## config.mk

```make
export PLATFORM = sky130hd
export DESIGN_NAME = ip_rx_parser_flat
export DESIGN_NICKNAME = d
export VERILOG_FILES = /design/src/rtl/ip_rx_parser_if.sv /design/src/rtl/ip_rx_parser.sv /design/src/flat_wrapper.sv
export SDC_FILE = /design/constraint.sdc
export NUM_CORES = 1
export LEC_CHECK = 0
export BUFFER_PORTS_ARGS = -buffer_cell sky130_fd_sc_hd__buf_2
export CAP_MARGIN = 0
export CORE_ASPECT_RATIO = 0.5
export CORE_UTILIZATION = 45
export CTS_BUF_LIST = sky130_fd_sc_hd__clkbuf_8
export DETAILED_ROUTE_END_ITERATION = 8
export PLACE_DENSITY_LB_ADDON = 0.3
export SETUP_SLACK_MARGIN = 0.1
export SKIP_CTS_REPAIR_TIMING = 1
export SLEW_MARGIN = 10
export SYNTH_ARGS = -nofsm -noshare
export SYNTH_HDL_FRONTEND = slang
export SYNTH_SLANG_ARGS = --single-unit
```

## constraint.sdc

```tcl
create_clock -name rx_mac_aclk -period 8.12 [get_ports rx_mac_aclk]
set_input_delay 0.812 -clock rx_mac_aclk [delete_from_list [all_inputs] [get_ports rx_mac_aclk]]
set_output_delay 0.812 -clock rx_mac_aclk [all_outputs]
set_load 0.02 [all_outputs]
```

## src/rtl/ip_rx_parser_if.sv

```systemverilog
// MAC receive byte stream in, IP payload stream plus frame metadata out.
// master: the MAC side (drives the byte stream, observes the parser outputs).
// slave : the parser.
interface ip_rx_parser_if;
  logic [7:0]  rx_axis_mac_tdata;
  logic        rx_axis_mac_tvalid;
  logic        rx_axis_mac_tlast;
  logic        rx_axis_mac_tuser;

  logic [7:0]  rx_axis_ip_tdata;
  logic        rx_axis_ip_tvalid;
  logic        rx_axis_ip_tlast;
  logic [2:0]  rx_axis_ip_tuser;
  logic [1:0]  rx_axis_ip_tdest;
  logic [7:0]  rx_ip_proto;
  logic [31:0] rx_ip_src;
  logic [31:0] rx_ip_dst;
  logic [15:0] rx_ip_len;

  modport master (
    output rx_axis_mac_tdata, rx_axis_mac_tvalid, rx_axis_mac_tlast, rx_axis_mac_tuser,
    input  rx_axis_ip_tdata, rx_axis_ip_tvalid, rx_axis_ip_tlast, rx_axis_ip_tuser,
           rx_axis_ip_tdest, rx_ip_proto, rx_ip_src, rx_ip_dst, rx_ip_len
  );

  modport slave (
    input  rx_axis_mac_tdata, rx_axis_mac_tvalid, rx_axis_mac_tlast, rx_axis_mac_tuser,
    output rx_axis_ip_tdata, rx_axis_ip_tvalid, rx_axis_ip_tlast, rx_axis_ip_tuser,
           rx_axis_ip_tdest, rx_ip_proto, rx_ip_src, rx_ip_dst, rx_ip_len
  );
endinterface

```

## src/rtl/ip_rx_parser.sv

```systemverilog
// IPv4 receive parser: strips Ethernet + IPv4 header (incl. options), trims
// Ethernet padding via Total Length, checks the header checksum and drops
// non-IPv4 / fragmented / unsupported-protocol frames.
// Optional build macro IP_RX_DST_FILTER_EN: compile in the destination
// address filter (LOCAL_IP, plus broadcast when ACCEPT_BCAST = 1).
module ip_rx_parser #(
  parameter logic [31:0] LOCAL_IP     = 32'hC0A8_0002,
  parameter bit          ACCEPT_BCAST = 1'b1,
  parameter bit          PROTO_TCP_EN = 1'b0
) (
  input  logic          rx_mac_aclk,
  input  logic          rx_mac_resetn,
  ip_rx_parser_if.slave bus
);
  typedef enum logic [2:0] {S_ETH, S_HDR, S_PAY, S_PAD, S_DROP} state_t;

  state_t      state_q, state_d;
  logic [7:0]  idx_q;
  logic [7:0]  etype_hi_q, ver_ihl_q, proto_q, csum_hi_q;
  logic [15:0] tot_len_q, pay_cnt_q;
  logic [13:0] frag_q;
  logic [31:0] src_q, dst_q;
  logic [19:0] acc_q;
  logic [7:0]  hold_q;
  logic        hold_vld_q, flush_q, csum_err_q;
  logic [2:0]  flush_user_q;

  logic        beat, last;
  logic [7:0]  d;
  logic [3:0]  ihl;
  logic [5:0]  hdr_bytes;
  logic [7:0]  hdr_last;
  logic        at_hdr_end, csum_bad, proto_ok, dst_ok, hdr_drop;
  logic [19:0] sum;
  logic [16:0] f1;
  logic [15:0] f2, pay_len;
  logic [31:0] dst_full;

  assign beat      = bus.rx_axis_mac_tvalid;
  assign last      = bus.rx_axis_mac_tlast;
  assign d         = bus.rx_axis_mac_tdata;
  assign ihl       = ver_ihl_q[3:0];
  assign hdr_bytes = {ihl, 2'b00};
  // A bogus IHL (< 5) still walks a 20-byte header so the frame can be judged.
  assign hdr_last  = (ihl < 4'd5) ? 8'd19 : {2'b00, hdr_bytes} - 8'd1;
  assign at_hdr_end = (state_q == S_HDR) && (idx_q == hdr_last);

  // Ones-complement check including the final word still on the bus.
  assign sum      = acc_q + {4'h0, csum_hi_q, d};
  assign f1       = {1'b0, sum[15:0]} + {13'b0, sum[19:16]};
  assign f2       = f1[15:0] + {15'b0, f1[16]};
  assign csum_bad = (f2 != 16'hFFFF);

  // With IHL = 5 the last destination byte is the current beat.
  assign dst_full = (idx_q == 8'd19) ? {dst_q[23:0], d} : dst_q;
  assign pay_len  = tot_len_q - {10'b0, hdr_bytes};
  assign proto_ok = (proto_q == 8'h11) || (proto_q == 8'h01) ||
                    (PROTO_TCP_EN && (proto_q == 8'h06));

`ifdef IP_RX_DST_FILTER_EN
  assign dst_ok = (dst_full == LOCAL_IP) ||
                  (ACCEPT_BCAST && (dst_full == 32'hFFFF_FFFF));
`else
  logic dst_filter_unused;
  assign dst_filter_unused = ^{LOCAL_IP, ACCEPT_BCAST};
  assign dst_ok = 1'b1;
`endif

  assign hdr_drop = (ver_ihl_q[7:4] != 4'd4) || (ihl < 4'd5) ||
                    frag_q[13] || (frag_q[12:0] != 13'd0) || !proto_ok ||
                    (tot_len_q <= {10'b0, hdr_bytes}) || !dst_ok;

  // State register.
  always_ff @(posedge rx_mac_aclk or negedge rx_mac_resetn) begin
    if (!rx_mac_resetn) state_q <= S_ETH;
    else                state_q <= state_d;
  end

  // Next-state: every MAC tlast returns to ETH; otherwise advance per byte.
  always_comb begin
    state_d = state_q;
    if (beat) begin
      unique case (state_q)
        S_ETH:  if (last) state_d = S_ETH;
                else if (idx_q == 8'd13)
                  state_d = ({etype_hi_q, d} == 16'h0800) ? S_HDR : S_DROP;
        S_HDR:  if (last) state_d = S_ETH;
                else if (at_hdr_end) state_d = hdr_drop ? S_DROP : S_PAY;
        S_PAY:  if (last) state_d = S_ETH;
                else if (pay_cnt_q == 16'd1) state_d = S_PAD;
        S_PAD:  if (last) state_d = S_ETH;
        S_DROP: if (last) state_d = S_ETH;
        default: state_d = S_ETH;
      endcase
    end
  end

  // Header capture, checksum accumulation, payload hold register and outputs.
  always_ff @(posedge rx_mac_aclk or negedge rx_mac_resetn) begin
    if (!rx_mac_resetn) begin
      idx_q <= '0; etype_hi_q <= '0; ver_ihl_q <= '0; proto_q <= '0;
      csum_hi_q <= '0; tot_len_q <= '0; pay_cnt_q <= '0; frag_q <= '0;
      src_q <= '0; dst_q <= '0; acc_q <= '0; hold_q <= '0;
      hold_vld_q <= 1'b0; flush_q <= 1'b0; csum_err_q <= 1'b0; flush_user_q <= '0;
      bus.rx_axis_ip_tdata <= '0; bus.rx_axis_ip_tvalid <= 1'b0;
      bus.rx_axis_ip_tlast <= 1'b0; bus.rx_axis_ip_tuser <= '0;
      bus.rx_axis_ip_tdest <= '0; bus.rx_ip_proto <= '0;
      bus.rx_ip_src <= '0; bus.rx_ip_dst <= '0; bus.rx_ip_len <= '0;
    end else begin
      bus.rx_axis_ip_tvalid <= 1'b0;
      bus.rx_axis_ip_tlast  <= 1'b0;
      bus.rx_axis_ip_tuser  <= '0;
      // Final byte of a frame that ended inside PAY goes out one beat late.
      if (flush_q) begin
        bus.rx_axis_ip_tvalid <= 1'b1;
        bus.rx_axis_ip_tdata  <= hold_q;
        bus.rx_axis_ip_tlast  <= 1'b1;
        bus.rx_axis_ip_tuser  <= flush_user_q;
        hold_vld_q <= 1'b0;
        flush_q    <= 1'b0;
      end
      if (beat) begin
        idx_q <= (last || state_d != state_q) ? 8'd0 : idx_q + 8'd1;
        unique case (state_q)
          S_ETH: begin
            acc_q <= '0;
            if (idx_q == 8'd12) etype_hi_q <= d;
          end
          S_HDR: begin
            if (idx_q[0]) acc_q <= sum;
            else          csum_hi_q <= d;
            case (idx_q)
              8'd0:  ver_ihl_q <= d;
              8'd2:  tot_len_q[15:8] <= d;
              8'd3:  tot_len_q[7:0] <= d;
              8'd6:  frag_q[13:8] <= d[5:0];
              8'd7:  frag_q[7:0] <= d;
              8'd9:  proto_q <= d;
              8'd12, 8'd13, 8'd14, 8'd15: src_q <= {src_q[23:0], d};
              8'd16, 8'd17, 8'd18, 8'd19: dst_q <= {dst_q[23:0], d};
              default: ;
            endcase
            if (at_hdr_end && !last && !hdr_drop) begin
              pay_cnt_q       <= pay_len;
              csum_err_q      <= csum_bad;
              bus.rx_ip_proto <= proto_q;
              bus.rx_ip_src   <= src_q;
              bus.rx_ip_dst   <= dst_full;
              bus.rx_ip_len   <= pay_len;
              bus.rx_axis_ip_tdest <= (proto_q == 8'h01) ? 2'd1 :
                                      (proto_q == 8'h06) ? 2'd2 : 2'd0;
            end
          end
          S_PAY: begin
            if (hold_vld_q) begin
              bus.rx_axis_ip_tvalid <= 1'b1;
              bus.rx_axis_ip_tdata  <= hold_q;
            end
            hold_q     <= d;
            hold_vld_q <= 1'b1;
            pay_cnt_q  <= pay_cnt_q - 16'd1;
            if (last) begin
              flush_q      <= 1'b1;
              flush_user_q <= {pay_cnt_q != 16'd1, csum_err_q, bus.rx_axis_mac_tuser};
            end
          end
          S_PAD: begin
            if (last) begin
              bus.rx_axis_ip_tvalid <= 1'b1;
              bus.rx_axis_ip_tdata  <= hold_q;
              bus.rx_axis_ip_tlast  <= 1'b1;
              bus.rx_axis_ip_tuser  <= {1'b0, csum_err_q, bus.rx_axis_mac_tuser};
              hold_vld_q <= 1'b0;
            end
          end
          default: ;
        endcase
      end
    end
  end
endmodule

```

## src/flat_wrapper.sv

```systemverilog
// flat-port wrapper written by rule: the top's interface ports become plain ports
module ip_rx_parser_flat 
#(
  parameter logic [31:0] LOCAL_IP     = 32'hC0A8_0002,
  parameter bit          ACCEPT_BCAST = 1'b1,
  parameter bit          PROTO_TCP_EN = 1'b0
)
  (rx_mac_aclk, rx_mac_resetn, bus_rx_axis_mac_tdata, bus_rx_axis_mac_tvalid, bus_rx_axis_mac_tlast, bus_rx_axis_mac_tuser, bus_rx_axis_ip_tdata, bus_rx_axis_ip_tvalid, bus_rx_axis_ip_tlast, bus_rx_axis_ip_tuser, bus_rx_axis_ip_tdest, bus_rx_ip_proto, bus_rx_ip_src, bus_rx_ip_dst, bus_rx_ip_len);
  ip_rx_parser_if bus_i ();
  input  logic rx_mac_aclk;
  input  logic rx_mac_resetn;
  input wire logic [$bits(bus_i.rx_axis_mac_tdata)-1:0] bus_rx_axis_mac_tdata;
  input wire logic [$bits(bus_i.rx_axis_mac_tvalid)-1:0] bus_rx_axis_mac_tvalid;
  input wire logic [$bits(bus_i.rx_axis_mac_tlast)-1:0] bus_rx_axis_mac_tlast;
  input wire logic [$bits(bus_i.rx_axis_mac_tuser)-1:0] bus_rx_axis_mac_tuser;
  output wire logic [$bits(bus_i.rx_axis_ip_tdata)-1:0] bus_rx_axis_ip_tdata;
  output wire logic [$bits(bus_i.rx_axis_ip_tvalid)-1:0] bus_rx_axis_ip_tvalid;
  output wire logic [$bits(bus_i.rx_axis_ip_tlast)-1:0] bus_rx_axis_ip_tlast;
  output wire logic [$bits(bus_i.rx_axis_ip_tuser)-1:0] bus_rx_axis_ip_tuser;
  output wire logic [$bits(bus_i.rx_axis_ip_tdest)-1:0] bus_rx_axis_ip_tdest;
  output wire logic [$bits(bus_i.rx_ip_proto)-1:0] bus_rx_ip_proto;
  output wire logic [$bits(bus_i.rx_ip_src)-1:0] bus_rx_ip_src;
  output wire logic [$bits(bus_i.rx_ip_dst)-1:0] bus_rx_ip_dst;
  output wire logic [$bits(bus_i.rx_ip_len)-1:0] bus_rx_ip_len;
  assign bus_i.rx_axis_mac_tdata = bus_rx_axis_mac_tdata;
  assign bus_i.rx_axis_mac_tvalid = bus_rx_axis_mac_tvalid;
  assign bus_i.rx_axis_mac_tlast = bus_rx_axis_mac_tlast;
  assign bus_i.rx_axis_mac_tuser = bus_rx_axis_mac_tuser;
  assign bus_rx_axis_ip_tdata = bus_i.rx_axis_ip_tdata;
  assign bus_rx_axis_ip_tvalid = bus_i.rx_axis_ip_tvalid;
  assign bus_rx_axis_ip_tlast = bus_i.rx_axis_ip_tlast;
  assign bus_rx_axis_ip_tuser = bus_i.rx_axis_ip_tuser;
  assign bus_rx_axis_ip_tdest = bus_i.rx_axis_ip_tdest;
  assign bus_rx_ip_proto = bus_i.rx_ip_proto;
  assign bus_rx_ip_src = bus_i.rx_ip_src;
  assign bus_rx_ip_dst = bus_i.rx_ip_dst;
  assign bus_rx_ip_len = bus_i.rx_ip_len;
  ip_rx_parser #(.LOCAL_IP(LOCAL_IP), .ACCEPT_BCAST(ACCEPT_BCAST), .PROTO_TCP_EN(PROTO_TCP_EN)) u_core (.rx_mac_aclk(rx_mac_aclk), .rx_mac_resetn(rx_mac_resetn), .bus(bus_i));
endmodule
```

==> flow_summary.ini <==
[placement]
gp_congestion = 0.874
dp.cells = 1785
io_buffers = 115
post-dp-hpwl_mm = 23.5
placed_cell_area_mm2 = 0.0149

[worst_setup_path]
criticalPathCategory = in2reg
cp.required_ns = 8.55
max_stage_delay_ns = 0.72
crit_path_max_fanout = 14
critPathArrivalTime_ns = 7.00
endpoint_kind = flip-flop
start_kind = input port
crit_family = simple AND/OR/NAND/NOR gates
cp_slowest_cell = or4b_2
path_common_cell = ha_1
critPathBufInv = 2

[timing]
tns_ns = 0
rsz0062_at_grt = no
final-setup-viol-count = 0
max-slew-margin-rel_pct = 25.2
finalHoldViolations = 0
period_needed_ns = 6.57
fin_crit_sh_pct = 80.9
clock_skew_ns = 0.0231
max_freq_mhz = 152
tightest_slew_ns = 1.12
finalMaxSlewViolations = 0

[logic_synthesis]
synth.distinct_cells = 82
synth-seq-cells = 290
ys_seq_area_share_pct = 51.9
synth_edf_count = 0
synth_most_common_cell = dfrtp_1
synth-simple-area-share_pct = 14.3
synth_top_cell_area_share_pct = 51.9
synth_xor_area_share_pct = 2.35
synth_ff_type = dfrtp_1
synth_common_cells = 290 x dfrtp_1, 211 x nand2_1, 140 x mux2_2, 107 x o21ai_0, 52 x clkbuf_1
yosysTopAreaCell = dfrtp_1
netlist_instances = 1306
ys.warnings.count = 0
syn_area_mm2 = 0.0140
synth_area_per_cell_um2 = 10.7
syn_nets = 1354
synth_mux_area_share_pct = 13.7
synthAdderAreaFrac_pct = 3.29
synthTopCellsByArea = dfrtp_1 52%, mux2_2 11%, nand2_1 5.7%, o21ai_0 3.8%, ha_1 2.9%
synth-async-reset-ratio_pct = 100
synth_top_family_by_area = simple AND/OR/NAND/NOR gates
synth-compound-area-share_pct = 11.5

[run]
drv_cap = 0

[global_route]
grt_pass1_vias = 10500
antenna_found_initial = 0
track_usage_pct = 22.0
grt_max_degree = 177
grt_pass1_wl_mm = 56.0
grt-ovfl-total = 0

[cells_and_area]
instances_no_fill = 1860
postLayoutCoreUtil_pct = 51.6
n_antenna_cell = 0
num-nets-final = 1455
drive_above_1_share_pct = 23.7
area_growth_pct = 12.5
fin_area_mm2 = 0.0157

[floorplan]
initial_core_util_pct = 45.9
die-area_mm2 = 0.0318
dieWidth_um = 251
core_region_area_mm2 = 0.0305
rows = 45
pin_count = 116
die_h_um = 127

[detailed_routing]
vias = 10400
ant_nets = 0
viasPerCell = 5.57
drt_wl_total_mm = 34.1
first_pass_iters = 5
remaining_drc_errors = 0
wl_per_cell_um = 18.3
drt_iter0_drc = 744

[pwr]
irDropWorstVdd_uv = 100
leakage_nw = 8.09
total_power_mw = 2.97
cellPowerDensity_mw_per_mm2 = 189

[cts]
cts_tree = yes
cts.clk_slew.worst_paths_ns = 0.07
numCtsBuffers = 43
cts_buffer_depth = 3
cts_num_sinks = 290
cts_max_level = 2
root_buffer = clkbuf_8
clock_latency_ns = 0.58

[min_path]
min_path_type = in2async

[status]
status = finished clean
layout make-up:
cell class                      instances  area (um2)
Fill cell                            2715       14700
Sequential cell                       290        7260
Multi-Input combinational cell        917        6310
Clock buffer                           49         674
Timing Repair Buffer                  124         666
Tap cell                              423         529
Clock inverter                         26         168
Inverter                               31         116
sequential cells by signal (all words and copies together), names as in the netlist, 14 cells and up:
name	flops
u_core.bus.rx_ip_dst	32
u_core.bus.rx_ip_src	32
u_core.dst_q	32
u_core.src_q	32
u_core.acc_q	20
u_core.bus.rx_ip_len	16
u_core.pay_cnt_q	16
u_core.tot_len_q	16
u_core.frag_q	14
final timing paths:
path	startpoint	endpoint	slack [ns]	cells after the start
worst max-delay path	bus_rx_axis_mac_tdata[0]	u_core.csum_err_q	1.55	28
worst min-delay path	rx_mac_resetn	u_core.bus.rx_ip_src[22]	0.29	1
worst max register to register	u_core.acc_q[0]	u_core.csum_err_q	1.69	27
worst min register to register	u_core.bus.rx_ip_src[28]	u_core.bus.rx_ip_src[28]	0.46	2
max in group asynchronous	rx_mac_resetn	u_core.hold_q[6]	6.34	2
min in group rx_mac_aclk	u_core.bus.rx_ip_src[28]	u_core.bus.rx_ip_src[28]	0.46	2
cells by family (layout without fill, tap and decap cells):
| logic type | count (synthesis) | after routing |
|---|---|---|
| buf+inv | 99 | 230 |
| mux | 174 | 174 |
| flops | 290 | 290 |
| simple gates | 418 | 418 |
| fa+ha+maj | 35 | 35 |
| xor+xnor | 36 | 36 |
| compound gates | 254 | 254 |
routing by layer:
| metal | wire length, um | up-vias | share of wire [%] | global-route usage [%] |
|---|---|---|---|---|
| li1 | - | 4840 | - | - |
| met4 | 936 | 0 | 2.7 | 7.39 |
| met3 | 1580 | 75 | 4.6 | 3.43 |
| met5 | 0 | - | 0 | 0 |
| met1 | 15900 | 5168 | 47 | 30.6 |
| met2 | 15600 | 273 | 46 | 35.5 |
power by group:
group	switching, mW	internal [mW]	leakage, nW
registers	0.0302	1.47	4.03
clock network	0.571	0.617	0.497
logic	0.181	0.102	3.56
total	0.783	2.19	8.09
cell usage in the layout (no fill, tap or decap), types with 8 or more instances in the layout:
master    Yosys  routed
clkbuf_8      2      49
nor2_1       49      49
xnor2_1      26      26
xor2_1        9       9
inv_1        30      47
dfrtp_1     290     290
mux2_2      140     140
mux2i_1      34      34
a31oi_1      10      10
nand2_1     211     211
o22ai_1       9       9
nor4b_1       8       8
nor2b_1      16      16
nand4_1      13      13
o21ai_0     107     107
buf_2         6     114
and3_1       10      10
nand3_1      21      20
nor4_1       12      12
a22o_1       20      20
ha_1         32      32
a211oi_1      9       9
nor3_1       28      27
or3_1        11      11
buf_4         2       8
a21oi_1      36      36
per-stage QoR:
stage	setup WS, ns	hold slack [ns]
2_1_floorplan	1.99	0.442
3_3_place_gp	1.20	0.447
3_5_place_dp	1.06	0.450
4_1_cts	1.64	0.331
5_1_grt	1.07	0.357
6_report	1.55	0.295
(Power assumes the default switching activity.)
